**src/rtl/mips_pkg.sv**
```systemverilog
// Shared encodings for the MIPS pipeline.
// Result source and load type codes used by MEM/WB.
package mips_pkg;

  typedef enum logic [1:0] {
    RES_ALU  = 2'b00,
    RES_LOAD = 2'b01,
    RES_LINK = 2'b10,
    RES_RSVD = 2'b11
  } res_src_e;

  typedef enum logic [2:0] {
    LD_W  = 3'b000,
    LD_B  = 3'b001,
    LD_BU = 3'b010,
    LD_H  = 3'b011,
    LD_HU = 3'b100
  } load_type_e;

endpackage

```
**src/rtl/mem_wb_stage_load_align.sv**
```systemverilog
// Load data alignment and extension.
// Flags misaligned offsets and reserved load types.
module load_align
  import mips_pkg::*;
(
  input  logic [31:0] word_i,
  input  logic [1:0]  off_i,
  input  logic [2:0]  type_i,
  output logic [31:0] data_o,
  output logic        err_o
);

  logic [7:0]  byte_s;
  logic [15:0] half_s;

  always_comb begin
    unique case (off_i)
      2'd0:    byte_s = word_i[7:0];
      2'd1:    byte_s = word_i[15:8];
      2'd2:    byte_s = word_i[23:16];
      default: byte_s = word_i[31:24];
    endcase
    half_s = off_i[1] ? word_i[31:16] : word_i[15:0];
  end

  always_comb begin
    data_o = 32'd0;
    err_o  = 1'b0;
    case (type_i)
      LD_W: begin
        data_o = word_i;
        err_o  = (off_i != 2'd0);
      end
      LD_B:  data_o = {{24{byte_s[7]}}, byte_s};
      LD_BU: data_o = {24'd0, byte_s};
      LD_H: begin
        data_o = {{16{half_s[15]}}, half_s};
        err_o  = off_i[0];
      end
      LD_HU: begin
        data_o = {16'd0, half_s};
        err_o  = off_i[0];
      end
      default: err_o = 1'b1;
    endcase
  end

endmodule

```
**src/rtl/mem_wb_stage.sv**
```systemverilog
// MEM/WB pipeline register, result select and regfile write port.
// Also flags bad loads and counts retired instructions.
module mem_wb_stage
  import mips_pkg::*;
#(
  parameter int CNT_W = 32
) (
  input  logic             CLK,
  input  logic             RST,
  input  logic             StallW,
  input  logic             FlushW,
  input  logic             ValidM,
  input  logic             RegWriteM,
  input  logic [1:0]       ResultSrcM,
  input  logic [2:0]       LoadTypeM,
  input  logic [4:0]       WriteRegM,
  input  logic [31:0]      ALUOutM,
  input  logic [31:0]      ReadDataM,
  input  logic [31:0]      PCPlus8M,
  output logic             WE3,
  output logic [4:0]       RA3,
  output logic [31:0]      WD3,
  output logic [31:0]      ResultW,
  output logic             ExcW,
  output logic [CNT_W-1:0] RetireCount
);

  logic             valid_q, valid_d;
  logic             regwr_q, regwr_d;
  logic [1:0]       src_q, src_d;
  logic [2:0]       ltype_q, ltype_d;
  logic [4:0]       wreg_q, wreg_d;
  logic [31:0]      alu_q, alu_d;
  logic [31:0]      rdata_q, rdata_d;
  logic [31:0]      pc8_q, pc8_d;
  logic [CNT_W-1:0] cnt_q, cnt_d;

  logic [31:0] ld_data;
  logic        ld_err;

  always_comb begin
    valid_d = valid_q;
    regwr_d = regwr_q;
    src_d   = src_q;
    ltype_d = ltype_q;
    wreg_d  = wreg_q;
    alu_d   = alu_q;
    rdata_d = rdata_q;
    pc8_d   = pc8_q;
    cnt_d   = cnt_q;
    if (FlushW) begin
      valid_d = 1'b0;
      regwr_d = 1'b0;
    end else if (!StallW) begin
      valid_d = ValidM;
      regwr_d = RegWriteM;
      src_d   = ResultSrcM;
      ltype_d = LoadTypeM;
      wreg_d  = WriteRegM;
      alu_d   = ALUOutM;
      rdata_d = ReadDataM;
      pc8_d   = PCPlus8M;
    end
    // the instruction leaving W retires, faulting or not
    if (valid_q && !StallW && !FlushW)
      cnt_d = cnt_q + CNT_W'(1);
  end

  always_ff @(posedge CLK or posedge RST) begin
    if (RST) begin
      valid_q <= 1'b0;
      regwr_q <= 1'b0;
      src_q   <= 2'd0;
      ltype_q <= 3'd0;
      wreg_q  <= 5'd0;
      alu_q   <= 32'd0;
      rdata_q <= 32'd0;
      pc8_q   <= 32'd0;
      cnt_q   <= '0;
    end else begin
      valid_q <= valid_d;
      regwr_q <= regwr_d;
      src_q   <= src_d;
      ltype_q <= ltype_d;
      wreg_q  <= wreg_d;
      alu_q   <= alu_d;
      rdata_q <= rdata_d;
      pc8_q   <= pc8_d;
      cnt_q   <= cnt_d;
    end
  end

  load_align u_align (
    .word_i (rdata_q),
    .off_i  (alu_q[1:0]),
    .type_i (ltype_q),
    .data_o (ld_data),
    .err_o  (ld_err)
  );

  always_comb begin
    unique case (src_q)
      RES_ALU:  ResultW = alu_q;
      RES_LOAD: ResultW = ld_data;
      RES_LINK: ResultW = pc8_q;
      default:  ResultW = 32'd0;
    endcase
  end

  assign ExcW = valid_q &
                (((src_q == RES_LOAD) & ld_err) |
                 (src_q == RES_RSVD));

  assign WE3 = valid_q & regwr_q & ~ExcW & (wreg_q != 5'd0);
  assign RA3 = wreg_q;
  assign WD3 = ResultW;
  assign RetireCount = cnt_q;

endmodule

```
**config.mk**
```make
export PLATFORM = sky130hd
export DESIGN_NAME = mem_wb_stage
export DESIGN_NICKNAME = d
export VERILOG_FILES = /design/src/rtl/mips_pkg.sv /design/src/rtl/mem_wb_stage_load_align.sv /design/src/rtl/mem_wb_stage.sv
export SDC_FILE = /design/constraint.sdc
export NUM_CORES = 1
export LEC_CHECK = 0
export ABC_CLOCK_PERIOD_IN_PS = 6100
export BUFFER_PORTS_ARGS = -buffer_cell sky130_fd_sc_hd__buf_2
export CAP_MARGIN = 10
export CORE_MARGIN = 10
export CORE_UTILIZATION = 52
export CTS_CLUSTER_DIAMETER = 60
export CTS_CLUSTER_SIZE = 10
export DETAILED_ROUTE_END_ITERATION = 12
export GPL_ROUTABILITY_DRIVEN = 0
export PLACE_DENSITY_LB_ADDON = 0.1
export REMOVE_ABC_BUFFERS = 1
export SETUP_SLACK_MARGIN = 0.3
export SYNTH_ARGS = -nofsm -noshare
export SYNTH_HDL_FRONTEND = slang
export SYNTH_SLANG_ARGS = --single-unit
```
**constraint.sdc**
```tcl
create_clock -name CLK -period 6.1 [get_ports CLK]
set_clock_uncertainty 0.15 [all_clocks]
set_input_delay 1.22 -clock CLK [delete_from_list [all_inputs] [get_ports CLK]]
set_output_delay 1.22 -clock CLK [all_outputs]
set_load 0.01 [all_outputs]
```
==> flow_summary_export.csv, run 1 <==
group,metric,value,unit
timing,rsz0062_at_grt,"no",
global_route,track_usage,20.5,%
pwr,power_density,345,nW/um^2
yosys,synth_flop_cell,"dfrtp_1",
critical_path,r2r_start,"RetireCount[4]",
detailed_routing,routed_wl,19300,um
timing,max_freq,228,MHz
detailed_routing,drt-initial-drc-count,326,
pwr,power,3.01,mW
worst_hold_path,worstHoldStart,"RetireCount[31]",
floorplan,dieArea,18800,sq um
cts,cts_tree,"done",
placed_design,dp.cells,900,
yosys,syn_avg_cell_area,12.4,sq um
critical_path,arrival,3.01,ns
critical_path,critPathCaptureType,"output port",
floorplan,core,13300,sq um
timing,fin_setup_tns,0,ns
global_route,grt_pass1_wl,30100,um
critical_path,reg2reg_to,"RetireCount[31]",
critical_path,start_kind,"flop",
run_status,outcome,"finished, final reports clean",
layout,stdcell_area,8730,sq um
cts,cts_buffers,17,
detailed_routing,first_pass_iters,6,
yosys,ys_top_cells_by_area,"dfrtp_1, mux2_2, mux2i_1",
placed_design,io_buffer_count,214,
pwr,vdd_ir_drop_max,0.000196,V
detailed_routing,avgRoutedWirePerCell,20.7,um
global_route,grt_pass1_vias,5631,
yosys,ys_ff_latch,140,
global_route,antenna_found_initial,2,
layout,drive_gt1_share,50.5,%
layout,final_cell_mix,"buf_2, dfrtp_1, mux2_2",
layout,fillers,1085,
critical_path,critical_path_required,4.73,ns
detailed_routing,drc,0,
global_route,grt.overflow.total,0,
layout,layout.cells.most_common,"buf_2",
floorplan,io-pin-count,215,
timing,drv_slew,0,
yosys,syn-cell-area,7120,sq um
placed_design,place_ws,2.19,ns
cts,cts_setup_buffers,0,
critical_path,crit_start,"alu_q[1]",
yosys,synthCells,573,
yosys,synth_edf_count,0,
yosys,synth_warnings,0,
detailed_routing,ant_nets,0,
cts,clockBufferDepth,2,
layout,final_util,65.4,%
cts,cts_max_level,4,
timing,hold_ws,0.315,ns
run,cap_violations,0,
detailed_routing,viasPerCell,5.63,
yosys,ys_seq_area_share,49.2,%
timing,hold_viol,0,
worst_hold_path,hold_end,"RetireCount[31]",
yosys,synth_area_leader_cell,"dfrtp_1",
cts,clkTransAtPathRegs,0.06,ns
timing,max_slew_margin,24.0,%
yosys,async_flop_share,100,%
worst_hold_path,hold_depth,1,
critical_path,critPathKind,"flop to output port",
critical_path,r2r_cells,4,
timing,fin_crit_sh,71.8,%
timing,setup_viol_count_final,0,
pwr,power.leakage,4.18,nW
cts,clock_latency,0.42,ns
floorplan,initial_core_util,53.3,%
floorplan,die_x,137,um
placed_design,hpwl,13800,um
cts,hold_buffers,0,
floorplan,rows,42,
yosys,synth.top_cell.area_share,49.2,%
critical_path,r2r_slack,4.24,ns
floorplan,die_h,137,um
cts,cts-root-buf,"clkbuf_16",
cts,cts.sinks,140,
global_route,grt_start_max_net_pins,93,
critical_path,cp_max_fo,17,
yosys,yosysUniqueCellTypes,48,
layout,final_nets,856,
timing,fin_crit,4.38,ns
layout,instances_no_fill,934,
timing,worstMarginPinSlew,1.13,ns
cts,cts_resized,0,
placed_design,dpl_cell_area,8030,sq um
timing,setup_slack,1.72,ns
detailed_routing,vias,5259,
worst_hold_path,hold_path_class,"flop to flop",
layout,areaGrowthSynthToFinish,22.6,%
cells in the mapped netlist (2+ instances only):
cell / number
nor2b_1: 2
and4bb_2: 2
nand2b_1: 2
a22oi_1: 17
o221ai_1: 7
xor2_1: 20
nand2_1: 17
buf_1: 3
and4_1: 4
inv_1: 6
buf_6: 3
mux4_2: 8
nand4_1: 3
o22ai_1: 24
buf_2: 20
xnor2_1: 12
o21ai_0: 4
nor3_1: 14
a222oi_1: 6
nor3b_1: 2
and2_1: 4
nor4_1: 2
dfrtp_1: 140
nor2_1: 14
nand3_1: 17
mux2i_1: 36
buf_4: 36
clkbuf_1: 8
a21o_1: 2
mux2_2: 106
and3_1: 5
a21oi_1: 11
final cells by class:
| class | count | area, sq um | area share (%) |
|---|---|---|---|
| Antenna cell | 2 | 5.00 | 0.0573 |
| Clock buffer | 21 | 480 | 5.51 |
| Clock inverter | 11 | 211 | 2.42 |
| Inverter | 6 | 27.5 | 0.315 |
| Multi-Input combinational cell | 357 | 3150 | 36.1 |
| Sequential cell | 140 | 3500 | 40.2 |
| Tap cell | 176 | 220 | 2.52 |
| Timing Repair Buffer | 221 | 1120 | 12.9 |
worst max path at each step:
stage	to	depth (start not counted)
2_1_floorplan	RA3[0]	1
3_3_place_gp	WD3[17]	5
3_5_place_dp	ResultW[25]	5
4_1_cts	ResultW[25]	5
5_1_grt	ResultW[17]	5
6_report	WD3[25]	5
per-layer routing:
metal / vias up / global-route usage (%) / wire, um
li1: 2421 / - / -
met3: 22 / 6.85 / 1450
met2: 176 / 34.2 / 9740
met5: - / 0 / 0
met4: 0 / 6.15 / 306
met1: 2640 / 24.7 / 7810
registers in the layout (all words and copies together), names as in the netlist:
name	cells
pc8_q	32
rdata_q	32
valid_q	1
alu_q	32
RetireCount	32
RA3	5
src_q	2
ltype_q	3
regwr_q	1
power by group:
part           internal [mW]  total, mW  leakage [nW]  switching (mW)
registers               1.04       1.15          1.69           0.103
logic                  0.322      0.669          2.15           0.348
clock network          0.809       1.20         0.339           0.390
critical path: stages (launching register included):
cell     delay, ns
dfrtp_1       0.76
mux2i_1       0.26
mux2i_2       0.81
a22oi_1       0.21
o22ai_1       0.35
buf_2         0.20
cells by family (layout without fill, tap and decap cells):
group                      after synthesis  in the layout  synth area share, %
and+or+nand+nor                         96             96                 7.79
other                                    0              2                    0
adders and majority gates                1              1                0.176
buffers and inverters                   76            259                 6.58
AOI/OAI and AO/OA                       78             78                 7.93
xor gates and xnor gates                32             32                 3.94
DFF                                    140            140                 49.2
muxes                                  150            150                 24.4
Note: power is estimated with default switching activity, not from simulation.
==> inputs of run 2 (changes only) <==
--- a/config.mk
+++ b/config.mk
@@ -5,11 +5,12 @@
 export SDC_FILE = /design/constraint.sdc
 export NUM_CORES = 1
 export LEC_CHECK = 0
-export ABC_CLOCK_PERIOD_IN_PS = 6100
+export ABC_AREA = 1
+export ABC_CLOCK_PERIOD_IN_PS = 4230
 export BUFFER_PORTS_ARGS = -buffer_cell sky130_fd_sc_hd__buf_2
 export CAP_MARGIN = 10
 export CORE_MARGIN = 10
-export CORE_UTILIZATION = 52
+export CORE_UTILIZATION = 53
 export CTS_CLUSTER_DIAMETER = 60
 export CTS_CLUSTER_SIZE = 10
 export DETAILED_ROUTE_END_ITERATION = 12
==> constraint.sdc (replaced) <==
create_clock -name CLK -period 4.23 [get_ports CLK]
set_clock_uncertainty 0.15 [all_clocks]
set_input_delay 0.846 -clock CLK [delete_from_list [all_inputs] [get_ports CLK]]
set_output_delay 0.846 -clock CLK [all_outputs]
set_load 0.01 [all_outputs]
==> flow_summary_export.csv, run 2 <==
group,metric,value,unit
run_status,outcome,"finished, final reports clean",
pwr,power_density,443,nW/um^2
timing,drv_slew,0,
cts,hold_buffers,0,
detailed_routing,first_pass_iters,5,
yosys,synth_edf_count,0,
timing,rsz0062_at_grt,"no",
timing,fin_crit_sh,84.9,%
critical_path,r2r_cells,7,
detailed_routing,ant_nets,0,
timing,hold_viol,0,
critical_path,reg2reg_to,"RetireCount[20]",
floorplan,die_x,141,um
global_route,grt_pass1_vias,7195,
cts,clock_latency,0.42,ns
yosys,ys_ff_latch,140,
cts,cts_max_level,4,
cts,cts-root-buf,"clkbuf_16",
global_route,grt_start_max_net_pins,74,
yosys,synth_most_common_cell,"nand2_1",
critical_path,critPathCaptureType,"output port",
layout,layout.cells.most_common,"nand2_1",
yosys,synthTopCellsByCount,"nand2_1, inv_1, dfrtp_1",
global_route,track_usage,22.1,%
cts,clkTransAtPathRegs,0.06,ns
critical_path,r2r_start,"RetireCount[1]",
yosys,synth_area_leader_cell,"dfrtp_1",
timing,fin_setup_tns,0,ns
yosys,ys_top_cells_by_area,"dfrtp_1, nand2_1, inv_1",
critical_path,critPathKind,"flop to output port",
timing,max_freq,278,MHz
layout,final_util,64.6,%
yosys,synth_warnings,0,
worst_hold_path,worstHoldStart,"regwr_q",
floorplan,dieArea,19900,sq um
floorplan,rows,44,
yosys,yosysUniqueCellTypes,32,
yosys,synth_flop_cell,"dfrtp_1",
timing,worstMarginPinSlew,0.674,ns
critical_path,critical_path_required,3.23,ns
yosys,synth.top_cell.area_share,45.0,%
pwr,vdd_ir_drop_max,0.000295,V
layout,areaGrowthSynthToFinish,20.1,%
worst_hold_path,hold_depth,2,
pwr,power.leakage,5.15,nW
global_route,grt_pass1_wl,36100,um
yosys,async_flop_share,100,%
yosys,synthCells,1088,
critical_path,r2r_slack,2.42,ns
cts,cts.sinks,140,
placed_design,hpwl,16200,um
layout,drive_gt1_share,21.7,%
floorplan,initial_core_util,53.8,%
pwr,power,4.14,mW
critical_path,arrival,2.60,ns
run,cap_violations,0,
timing,fin_crit,3.59,ns
cts,cts_resized,0,
yosys,syn_avg_cell_area,7.15,sq um
placed_design,io_buffer_count,214,
timing,max_slew_margin,55.0,%
detailed_routing,avgRoutedWirePerCell,15.1,um
yosys,ys_seq_area_share,45.0,%
floorplan,core,14500,sq um
layout,fillers,1348,
yosys,syn-cell-area,7780,sq um
detailed_routing,routed_wl,21900,um
cts,cts_buffers,17,
cts,cts_tree,"done",
worst_hold_path,hold_end,"regwr_q",
layout,final_cell_mix,"nand2_1, buf_2, inv_1",
layout,final_nets,1368,
global_route,antenna_found_initial,0,
detailed_routing,viasPerCell,5.05,
detailed_routing,drc,0,
floorplan,io-pin-count,215,
global_route,grt.overflow.total,0,
cts,cts_setup_buffers,0,
timing,setup_viol_count_final,0,
critical_path,start_kind,"flop",
detailed_routing,vias,7339,
detailed_routing,drt-initial-drc-count,657,
worst_hold_path,hold_path_class,"flop to flop",
critical_path,cp_max_fo,24,
cts,clockBufferDepth,2,
floorplan,die_h,141,um
## run 2: cell types whose count changed in the layout (fill, tap and decap cells not counted), moves of 35 or more
| cell | previous run | this run |
|---|---|---|
| nand2_1 | 17 | 390 |
| inv_1 | 5 | 162 |
| mux2_2 | 106 | 0 |
| o21ai_0 | 4 | 106 |
| nor2_1 | 14 | 51 |
| mux2i_1 | 35 | 0 |
## run 2: cell type report
cell class,count,area [sq um],area share (%)
Sequential cell,140,3500,37.5
Multi-Input combinational cell,705,3190,34.1
Timing Repair Buffer,225,1150,12.3
Inverter,166,628,6.72
Clock buffer,23,488,5.22
Tap cell,184,230,2.46
Clock inverter,9,158,1.69
Antenna cell,1,2.50,0.0268
## run 2: per-layer routing
metal	global-route usage, %	vias up	wire, um	part of all wire, %
met1	30.0	3330	9930	45
met3	6.28	39	1780	8.1
met2	32.8	287	9730	44
met5	0	-	0	0
met4	7.83	0	429	2.0
li1	-	3683	-	-
## run 2: how the worst max path moves through the flow
| stage | start | end | slack [ns] |
|---|---|---|---|
| final | alu_q[0] | ResultW[12] | 0.64 |
| after global routing | alu_q[1] | WD3[12] | 0.39 |
| after CTS | alu_q[0] | WD3[11] | 0.62 |
| after detailed placement | alu_q[0] | ResultW[11] | 1.05 |
| after global placement | alu_q[0] | ResultW[11] | 1.08 |
| after floorplan | RST | RA3[0] | -0.52 |
## run 2: logic make-up (layout without fill, tap and decap cells)
family                     Yosys count  count (layout)  share of synthesized area [%]
DFF                                140             140                           45.0
buffers and inverters              243             423                           14.1
xor gates and xnor gates            16              16                           1.80
AOI/OAI and AO/OA                  163             163                           11.3
adders and majority gates            1               1                          0.161
and+or+nand+nor                    525             525                           27.6
other                                0               1                              0
## run 2: power breakdown
part / switching [mW] / total, mW / internal, mW / leakage (nW)
Sequential: 0.100 / 1.59 / 1.49 / 1.75
Combinational: 0.599 / 0.939 / 0.340 / 3.09
Clock: 0.564 / 1.62 / 1.05 / 0.310
Total: 1.26 / 4.14 / 2.88 / 5.15
## run 2: per-stage QoR
step | setup WS (ns) | cell area [sq um] | hold WS, ns | std cells
floorplan | -0.519 | 7310 | 0.292 | 1011
global placement | 1.08 | 8700 | 0.307 | 1420
detailed placement | 1.05 | 8700 | 0.312 | 1420
CTS | 0.622 | 9350 | 0.328 | 1452
global route | 0.392 | 9350 | 0.344 | 1452
finish | 0.638 | 9350 | 0.325 | 1453
## run 2: worst max-delay path, stage by stage (launching register included)
cell and delay, ns:
dfrtp_1 0.58, inv_1 0.25, nand2_1 0.11, o21ai_0 0.08
nand2_1 0.11, nand3_2 0.50, nand3_1 0.23, nand2_1 0.07
nand2_1 0.11, buf_2 0.15
==> inputs of run 3 (changes only) <==
--- a/config.mk
+++ b/config.mk
@@ -6,11 +6,11 @@
 export NUM_CORES = 1
 export LEC_CHECK = 0
 export ABC_AREA = 1
-export ABC_CLOCK_PERIOD_IN_PS = 4230
+export ABC_CLOCK_PERIOD_IN_PS = 3260
 export BUFFER_PORTS_ARGS = -buffer_cell sky130_fd_sc_hd__buf_2
 export CAP_MARGIN = 10
 export CORE_MARGIN = 10
-export CORE_UTILIZATION = 53
+export CORE_UTILIZATION = 48
 export CTS_CLUSTER_DIAMETER = 60
 export CTS_CLUSTER_SIZE = 10
 export DETAILED_ROUTE_END_ITERATION = 12
==> constraint.sdc (replaced) <==
create_clock -name CLK -period 3.26 [get_ports CLK]
set_clock_uncertainty 0.15 [all_clocks]
set_input_delay 0.652 -clock CLK [delete_from_list [all_inputs] [get_ports CLK]]
set_output_delay 0.652 -clock CLK [all_outputs]
set_load 0.01 [all_outputs]
==> flow_summary_export.csv, run 3 (synthesis gave the netlist of run 2 again) <==
group,metric,value,unit
critical_path,critical_path_required,2.46,ns
layout,stdcell_area,9570,sq um
detailed_routing,routed-wl-met2,10300,um
placed_design,dpl_cell_area,8760,sq um
detailed_routing,top_layer,"met4",
layout,antenna_cells,0,
cts,cts.sinks,140,
layout,final_nets,1381,
detailed_routing,drt-initial-drc-count,489,
placed_design,place_ws,0.282,ns
detailed_routing,vias,7380,
placed_design,io_buffer_count,214,
detailed_routing,viasPerCell,4.93,
critical_path,r2r_cells,7,
critical_path,critPathMaxStageDelay,0.48,ns
timing,drv_slew,0,
pwr,power_density,557,nW/um^2
cts,cts_buffers,17,
timing,max_freq,350,MHz
cts,clock_latency,0.42,ns
timing,rsz0062_at_grt,"no",
layout,seqCellArea,3510,sq um
floorplan,rows,46,
cts,hold_buffers,0,
cts,clockBufferDepth,2,
layout,drive_gt1_share,23.4,%
layout,final_cell_mix,"nand2_1, buf_2, inv_1",
global_route,antenna_found_initial,0,
critical_path,critPathKind,"flop to output port",
layout,fillers,1528,
detailed_routing,drc,0,
layout,areaGrowthSynthToFinish,23.0,%
critical_path,critPathCaptureType,"output port",
detailed_routing,avgRoutedWirePerCell,15.5,um
placed_design,hpwl,16200,um
timing,hold_viol,0,
critical_path,path_cells,"inv_2 > nand2_1 > o21ai_2 > nand4_4 > nand3_1 > nand2_1 > nand2_1 > buf_2",
critical_path,critPathTopFamily,"simple AND/OR/NAND/NOR gates",
detailed_routing,routed-wl-met3,1850,um
run_status,outcome,"finished, final reports clean",
critical_path,cp_max_fo,16,
pwr,power.leakage,5.19,nW
cts,cts-root-buf,"clkbuf_16",
floorplan,initial_core_util,49.0,%
floorplan,dieArea,21700,sq um
timing,setup_slack,0.403,ns
critical_path,r2r_slack,1.43,ns
critical_path,r2r_start,"RetireCount[1]",
cts,clkTransAtPathRegs,0.06,ns
global_route,track_usage,20.9,%
floorplan,core,15900,sq um
cts,cts_tree,"done",
global_route,grt_pass1_wl,36800,um
detailed_routing,first_pass_iters,5,
critical_path,start_kind,"flop",
detailed_routing,ant_nets,0,
worst_hold_path,hold_path_class,"input pin to async pin",
critical_path,crit_path_end,"ResultW[24]",
cts,cts_max_level,4,
layout,multi_input_area,3300,sq um
pwr,vdd_ir_drop_max,0.000421,V
critical_path,crit_cells,8,
floorplan,die_h,147,um
critical_path,arrival,2.05,ns
critical_path,reg2reg_to,"RetireCount[20]",
global_route,grt_start_max_net_pins,175,
floorplan,io-pin-count,215,
critical_path,crit_start,"alu_q[1]",
critical_path,crit_top_cell,"nand2_1",
critical_path,cpMaxStageDelayCell,"dfrtp_2",
timing,worstMarginPinSlew,0.661,ns
global_route,grt_pass1_vias,6980,
run,cap_violations,0,
timing,fin_crit,2.86,ns
timing,max_slew_margin,55.9,%
detailed_routing,routed_wl,23200,um
global_route,grt.overflow.total,0,
timing,fin_crit_sh,87.6,%
layout,layout.cells.most_common,"nand2_1",
critical_path,path_buf_inv,2,
timing,setup_viol_count_final,0,
detailed_routing,met1Wirelength,10800,um
floorplan,die_x,147,um
[run 3: where the power goes]
group	leakage [nW]	internal [mW]	switching (mW)
clock	0.288	1.21	0.740
combinational	3.15	0.484	0.836
sequential	1.75	1.93	0.124
total	5.19	3.63	1.70
[run 3: timing repair]
item / in CTS / in global routing
endpoints found under the setup margin: 64 / 66
gates resized for setup: 11 / 13
pin swaps: 1 / 2
hold endpoints to repair: 0 / 0
buffers inserted: 4 / 5
cloned: 3 / 1
[run 3: worst min path at each step]
stage	from	end	cells after the start
final	RST	alu_q[28]	2
after global routing	RST	alu_q[28]	2
after CTS	RST	alu_q[28]	2
after detailed placement	pc8_q[10]	pc8_q[10]	2
after global placement	alu_q[10]	alu_q[10]	2
after floorplan	alu_q[10]	alu_q[10]	2
[run 3: cell type report]
cell class / count / area share [%]
flip-flops and latches: 140 / 36.6
repair buffers: 234 / 13.2
repair inverters: 1 / 0.0784
clock buffers: 19 / 4.63
clock inverters: 12 / 1.54
inverters: 166 / 6.64
multi-input cells: 708 / 34.5
well taps: 216 / 2.82
[run 3: per-layer routing]
layer | GRT usage (%) | up-vias
met4 | 5.40 | 0
met2 | 31.0 | 262
met1 | 28.6 | 3375
met5 | 0 | -
met3 | 6.70 | 24
li1 | - | 3719
[run 3: through the flow]
stage | instances | utilization, % | power, mW | setup TNS, ns | hold WS, ns
after global routing | 1496 | 60.3 | 5.63 | 0 | 0.228
after CTS | 1490 | 59.5 | 5.32 | 0 | 0.200
final | 1496 | 60.3 | 5.33 | 0 | 0.167
after detailed placement | 1452 | 55.1 | 3.31 | 0 | 0.314
after global placement | 1452 | 55.1 | 3.30 | 0 | 0.307
after floorplan | 1011 | - | 2.79 | -205.54 | 0.292
